### src/rtl/bcd_display_mux_if.sv
// Display bus: packed BCD load on one side, scanned 7-segment drive on the other.
// master drives bcd/cargar and watches the display; slave is the driver block.
interface bcd_display_mux_if;
  logic [15:0] bcd;
  logic        cargar;
  logic [6:0]  segmentos;
  logic [3:0]  anodos;
  logic        error;

  modport master (
    output bcd, cargar,
    input  segmentos, anodos, error
  );

  modport slave (
    input  bcd, cargar,
    output segmentos, anodos, error
  );
endinterface

### src/rtl/bcd_display_mux.sv
// Multiplexed 4-digit 7-segment driver with frame-synchronous value update.
// Ports: clk, rst (sync, active-high), bus (slave: bcd/cargar in, segs/anodes/error out).
module bcd_display_mux #(
  parameter int REFRESH_DIV    = 6750,
  parameter bit BLANK_LZ       = 1'b1,
  parameter bit SEG_ACTIVE_LOW = 1'b1,
  parameter bit AN_ACTIVE_LOW  = 1'b1
) (
  input  logic               clk,
  input  logic               rst,
  bcd_display_mux_if.slave   bus
);

  localparam int PW = (REFRESH_DIV > 2) ? $clog2(REFRESH_DIV) : 1;
  localparam logic [PW-1:0] LAST = PW'(REFRESH_DIV - 1);
  localparam logic [6:0] SEG_OFF = SEG_ACTIVE_LOW ? 7'h7F : 7'h00;
  localparam logic [3:0] AN_OFF  = AN_ACTIVE_LOW  ? 4'hF  : 4'h0;

  logic [PW-1:0] presc_q, presc_d;
  logic [1:0]    idx_q, idx_d;
  logic [15:0]   pend_q, pend_d;
  logic          pok_q, pok_d;
  logic [15:0]   most_q, most_d;
  logic [6:0]    seg_q, seg_d;
  logic [3:0]    an_q, an_d;
  logic          err_q, err_d;

  logic       tick;
  logic [3:0] nib;
  logic [6:0] seg_raw;
  logic       z1, z2, z3;
  logic       blank;

  always_comb begin
    tick    = (presc_q == LAST);
    presc_d = tick ? '0 : presc_q + PW'(1);
    idx_d   = tick ? idx_q + 2'd1 : idx_q;

    pend_d = pend_q;
    pok_d  = pok_q;
    most_d = most_q;
    if (tick && idx_q == 2'd3 && pok_q) begin
      most_d = pend_q;
      pok_d  = 1'b0;
    end
    // A load on the boundary edge lands after the transfer above.
    if (bus.cargar) begin
      pend_d = bus.bcd;
      pok_d  = 1'b1;
    end

    nib = most_q[{idx_q, 2'b00} +: 4];
    case (nib)
      4'd0:    seg_raw = 7'b0111111;
      4'd1:    seg_raw = 7'b0000110;
      4'd2:    seg_raw = 7'b1011011;
      4'd3:    seg_raw = 7'b1001111;
      4'd4:    seg_raw = 7'b1100110;
      4'd5:    seg_raw = 7'b1101101;
      4'd6:    seg_raw = 7'b1111101;
      4'd7:    seg_raw = 7'b0000111;
      4'd8:    seg_raw = 7'b1111111;
      4'd9:    seg_raw = 7'b1101111;
      default: seg_raw = 7'b1000000;
    endcase

    // zK: nibbles K..3 are all zero.
    z3 = (most_q[15:12] == 4'd0);
    z2 = z3 && (most_q[11:8] == 4'd0);
    z1 = z2 && (most_q[7:4] == 4'd0);
    blank = 1'b0;
    unique case (1'b1)
      (idx_q == 2'd1): blank = z1;
      (idx_q == 2'd2): blank = z2;
      (idx_q == 2'd3): blank = z3;
      default:         blank = 1'b0;
    endcase
    blank = blank && BLANK_LZ;

    err_d = 1'b0;
    for (int k = 0; k < 4; k++) begin
      if (most_q[4*k +: 4] > 4'd9) err_d = 1'b1;
    end

    if (blank) begin
      seg_d = SEG_OFF;
      an_d  = AN_OFF;
    end else begin
      seg_d = SEG_ACTIVE_LOW ? ~seg_raw : seg_raw;
      an_d  = AN_ACTIVE_LOW ? ~(4'b0001 << idx_q)
                            :  (4'b0001 << idx_q);
    end
  end

  always_ff @(posedge clk) begin
    if (rst) begin
      presc_q <= '0;
      idx_q   <= 2'd0;
      pend_q  <= 16'h0000;
      pok_q   <= 1'b0;
      most_q  <= 16'h0000;
      seg_q   <= SEG_OFF;
      an_q    <= AN_OFF;
      err_q   <= 1'b0;
    end else begin
      presc_q <= presc_d;
      idx_q   <= idx_d;
      pend_q  <= pend_d;
      pok_q   <= pok_d;
      most_q  <= most_d;
      seg_q   <= seg_d;
      an_q    <= an_d;
      err_q   <= err_d;
    end
  end

  assign bus.segmentos = seg_q;
  assign bus.anodos    = an_q;
  assign bus.error     = err_q;

endmodule

### src/flat_wrapper.sv
// flat-port wrapper written by rule: the top's interface ports become plain ports
module bcd_display_mux_flat 
#(
  parameter int REFRESH_DIV    = 6750,
  parameter bit BLANK_LZ       = 1'b1,
  parameter bit SEG_ACTIVE_LOW = 1'b1,
  parameter bit AN_ACTIVE_LOW  = 1'b1
)
  (clk, rst, bus_bcd, bus_cargar, bus_segmentos, bus_anodos, bus_error);
  bcd_display_mux_if bus_i ();
  input  logic clk;
  input  logic rst;
  input wire logic [$bits(bus_i.bcd)-1:0] bus_bcd;
  input wire logic [$bits(bus_i.cargar)-1:0] bus_cargar;
  output wire logic [$bits(bus_i.segmentos)-1:0] bus_segmentos;
  output wire logic [$bits(bus_i.anodos)-1:0] bus_anodos;
  output wire logic [$bits(bus_i.error)-1:0] bus_error;
  assign bus_i.bcd = bus_bcd;
  assign bus_i.cargar = bus_cargar;
  assign bus_segmentos = bus_i.segmentos;
  assign bus_anodos = bus_i.anodos;
  assign bus_error = bus_i.error;
  bcd_display_mux #(.REFRESH_DIV(REFRESH_DIV), .BLANK_LZ(BLANK_LZ), .SEG_ACTIVE_LOW(SEG_ACTIVE_LOW), .AN_ACTIVE_LOW(AN_ACTIVE_LOW)) u_core (.clk(clk), .rst(rst), .bus(bus_i));
endmodule
### config.mk
export PLATFORM = sky130hd
export DESIGN_NAME = bcd_display_mux_flat
export DESIGN_NICKNAME = d
export VERILOG_FILES = /design/src/rtl/bcd_display_mux_if.sv /design/src/rtl/bcd_display_mux.sv /design/src/flat_wrapper.sv
export SDC_FILE = /design/constraint.sdc
export NUM_CORES = 1
export LEC_CHECK = 0
export BUFFER_PORTS_ARGS = -buffer_cell sky130_fd_sc_hd__buf_4
export CAP_MARGIN = 20
export CORE_MARGIN = 2
export CORE_UTILIZATION = 30
export DETAILED_ROUTE_END_ITERATION = 7
export PLACE_DENSITY = 0.48
export SLEW_MARGIN = 20
export SYNTH_ARGS = -nofsm -noshare
export SYNTH_HDL_FRONTEND = slang
export SYNTH_SLANG_ARGS = --single-unit
### constraint.sdc
create_clock -name clk -period 2.02 [get_ports clk]
set_input_delay 0.303 -clock clk [delete_from_list [all_inputs] [get_ports clk]]
set_output_delay 0.303 -clock clk [all_outputs]
set_load 0.005 [all_outputs]
* After elaboration in Yosys (flattened, before gate mapping)
Memories as Yosys holds them, arrays and structs flattened.
Index checks and enable logic that the tools add are counted.
** Word-level totals
- Memory bits (read-only) :: 112
- Memory bits (writable) :: 0
- Logic and storage cells :: 40
- Memories kept :: 1
- Flip-flop bits (word level) :: 60
- Bits in latches :: 0
** Cells by class
- Order comparisons :: 4
- Multiply operators :: 0
- Multiplexer cells :: 7
- Add/sub/neg operators :: 2
- Divide/modulo/power cells :: 0
- Reduce and logical (&&, ||, !) cells :: 10
- Shifts and indexed selects :: 2
- Equal/unequal tests :: 4
- Bitwise logic cells :: 2
** Memory list
- (name not given) :: depth 16, width 7, rd ports 1, clocked after memory_dff 0, wr ports 0, line bcd_display_mux.sv:53 : case (nib)
** Operators by type and width (count)
- greater-than comparator 4 bit, second input constant :: 4
- indexed part select 16 x 5 -> 4 bit :: 1
- adder 13 x 1 -> 13 bit, second input constant :: 1
- == test 13 bit, second input constant :: 1
- zero test 4 bit :: 3
- inverter 7 bit :: 1
- 2-to-1 mux 1 bit :: 6
- == test 2 bit, second input constant :: 2
- logical AND 1 bit :: 4
- inverter 4 bit :: 1
- OR reduction 2 bit :: 2
- << shifter 1 x 2 -> 4 bit, first input constant :: 1
- case mux 1 bit (3 select lines) :: 1
- adder 2 x 1 -> 2 bit, second input constant :: 1
- == test 2 x 1 -> 1 bit, second input constant :: 1
- nonzero test 2 bit :: 1

* Depth between registers and ports, before layout
- Depth in word-level cells :: 5
- Mapped depth :: 8

* Least setup slack after synthesis
OpenSTA, ideal clock, no wires.
- Kind :: reg2reg
- Start :: reg u_core.presc_q[0]
- End :: reg u_core.most_q[10]
- Buffers on the path :: 2
- Data arrival time :: 1.950 ns
- Path slack :: -0.062 ns
- Library setup time :: 0.132 ns
- Clock period less this slack :: 2.082 ns
- Cell stages (with the launch flop) :: 8
- Path through :: dfxtp_1 > ha_1 > or4b_4 > or4_4 > buf_6 > buf_6 > o21ai_1 > a21oi_1
** On the way
- Cells in the longest elaborated chain, start to end :: 3
** Ends and longest elaborated chain
- start: declaration :: line bcd_display_mux.sv:19 : logic [PW-1:0] presc_q, presc_d;
- start signal: assignment :: line bcd_display_mux.sv:106 : presc_q <= presc_d;
- == test 13 bit :: line bcd_display_mux.sv:35 : tick = (presc_q == LAST);
- logical AND 1 bit (2 in a row) :: line bcd_display_mux.sv:42 : if (tick && idx_q == 2'd3 && pok_q) begin
- end signal: assignment :: line bcd_display_mux.sv:110 : most_q <= most_d;
- end: declaration :: line bcd_display_mux.sv:23 : logic [15:0] most_q, most_d;
No other way between the ends.
A chain may end at the register's enable or synchronous reset.

* Worst setup path after layout
- Start :: reg u_core.presc_q[1]
- End :: reg u_core.most_q[10]
Same word-level chain as after synthesis.

==> metrics.txt <==
fin util 38.38%; # IOs 31; Hold-fix buffers, CTS 0; clock latency on the worst-skew pair 0.34 ns; syn avg cell area 9.251 µm²; share of layout cells above drive strength 1 22.63%; CTS Buf Count 9; clock tree buffer depth 2; Leak Pwr 1.247 nW; CP Data Required Time 2.24 ns; first-pass GRT wire length 9.094 mm; final net count 354; Overall Power 2.230 mW; Slew headroom 64.04%; Yosys top cell area share 46.88%; DR vias 2,052; Tot GR Track Use 13.15%; Synth Register Bits 60; core area 0.008258 mm²; IO Port Bufs 30; Placer Congestion 0.7714; Hold Fails Final Rpt 0; die area 0.009297 mm²; Syn Nets 308; total gr overflow 0; die height 96.42 µm; Placement Rows 33; Total Routed Length 5.571 mm; register clock-pin slew on the reported worst setup and hold paths 0.06 ns; CP endpoint kind register; status finished, final reports clean; type of the worst min-delay path in2reg; Clock Skew 0.004375 ns; register area share after synthesis 46.88%; worst-margin pin slew 0.5381 ns; worst-path fanout max 5; leading area contributor after synthesis dfxtp_1; H-tree depth 3; antenna violations before repair 0; post-layout min period 1.952 ns; YS warnings 0; Starting Density 31.03%; area grow syn2layout 23.68%; clock sinks 60; largest net degree at the start of global routing 25; design area 0.003169 mm²; vias per cell 4.750; Initial DRC Count 59; most frequent cells in the layout dfxtp_1 (57), buf_4 (47), nor2_1 (39); CTS tree yes; Root Buffer clkbuf_8; WP data arrival 2.17 ns; top post-synthesis cells by area dfxtp_1 (47%), mux2i_1 (6.3%), ha_1 (5.9%); WHS 0.1970 ns; Ant. Diodes 0; Yosys cell types 36; Synth Instances 277; Post-DP Area 0.002980 mm²; drc violations 0; DP Wirelength 3.877 mm; type of origin of the critical path register; Detail Route Antenna Nets 0; unrepaired setup endpoints after global routing yes; number of global-route vias before repair 1,914; Post-Syn Area 0.002562 mm²; Slew Viols, Final 0; fmax 512.2 MHz; commonest non-fill, non-tap cell in the layout dfxtp_1; Final Cycle Share 96.65%; Fin Setup TNS 0 ns; final setup vio count 0; Post-CTS Setup Inserts 0; Worst VDD drop 0.3434 mV; TritonRoute pass-1 iters 4; Die Wd 96.42 µm; Cell Pwr Density 703.7 mW/mm²; MaxCap Viol Count 0; Avg WL per Cell 12.90 µm; Setup CP Type reg2reg
path summary, 6_finish.rpt:
check / slack, ns / cells past startpoint / from / endpoint
max reg2reg: 0.07 / 6 / u_core.presc_q[1]$_SDFF_PP0_ / u_core.most_q[10]$_SDFFE_PP0P_
max: 0.07 / 6 / u_core.presc_q[1]$_SDFF_PP0_ / u_core.most_q[10]$_SDFFE_PP0P_
min: 0.20 / 3 / bus_bcd[6] / u_core.pend_q[6]$_SDFFE_PP0P_
min reg2reg: 0.47 / 2 / u_core.pend_q[11]$_SDFFE_PP0P_ / u_core.most_q[11]$_SDFFE_PP0P_
final cells by class:
type / instances / area, µm²
inverters: 13 / 48.80
clock buffers: 12 / 135.1
clock inverters: 3 / 15.01
multi-input cells: 191 / 1270
repair buffers: 48 / 364.1
flip-flops and latches: 60 / 1205
well taps: 105 / 131.4
fillers: 857 / 5089
Yosys cell counts:
master,number
o21ai_0,4
a31oi_1,1
a41oi_1,1
nand2_1,15
o32ai_1,1
nor2b_1,1
buf_4,1
nor3_1,3
mux2i_1,16
buf_1,2
or4_4,1
a21oi_1,19
and2_1,2
nand2b_2,1
dfxtp_1,60
o21ai_1,20
nor4_1,4
o22ai_1,3
a211o_1,1
xnor2_1,10
nor2_1,39
or4_1,1
nand3b_1,1
buf_2,1
ha_1,12
buf_6,2
o41ai_1,1
inv_1,13
nand2b_1,2
mux4_2,4
clkbuf_1,9
nand3_1,21
nor4_4,1
nand4_1,1
or4b_4,1
xor2_1,2
stage by stage:
stage	cells	setup slack (ns)
finish	432	0.06758
global route	432	-0.04635
CTS	430	0.02847
detailed placement	415	-0.05972
global placement	415	-0.03838
floorplan	277	-0.02373
state kept, by name, indices dropped and copies added, names as in the netlist:
register / count
u_core.pok_q: 1
u_core.bus.anodos: 4
u_core.bus.error: 1
u_core.most_q: 16
u_core.bus.segmentos: 7
u_core.idx_q: 2
u_core.pend_q: 16
u_core.presc_q: 13
logic make-up after synthesis:
| logic type | after synthesis | share of synthesized area (%) |
|---|---|---|
| AOI/OAI and AO/OA | 51 | 10.74 |
| xor gates and xnor gates | 12 | 4.102 |
| adders and majority gates | 12 | 5.859 |
| buffers and inverters | 28 | 4.883 |
| DFF | 60 | 46.87 |
| muxes | 20 | 9.766 |
| and+or+nand+nor | 94 | 17.77 |
routing by layer:
| layer | part of all wire, % | vias to the layer above | routed length [µm] | GRT usage, % |
|---|---|---|---|---|
| met1 | 47 | 962 | 2631 | 15.93 |
| met2 | 47 | 30 | 2604 | 20.78 |
| li1 | - | 1052 | - | - |
| met3 | 4.4 | 8 | 245 | 5.586 |
| met4 | 1.6 | 0 | 89 | 4.930 |
| met5 | 0 | - | 0 | 0 |
critical path, cell delays in order, from the launching register on:
cell	delay (ns)
dfxtp_2	0.32
inv_1	0.04
ha_1	0.12
or4b_4	0.49
or4_4	0.60
o21ai_1	0.18
a21oi_1	0.09
report_power, final:
group	leakage, nW	total, mW	switching [mW]	internal [mW]
Combinational	0.676	0.130	0.0603	0.0700
Sequential	0.491	1.23	0.0164	1.22
Clock	0.0800	0.866	0.434	0.432
what timing repair did:
action                     in CTS  in global routing
resized for setup               2                  4
gates cloned                    0                  2
pin swaps                       1                  2
hold endpoints to repair        0                  0
setup endpoints to repair      20                 38
No activity file was read; power rests on OpenSTA's default activity.
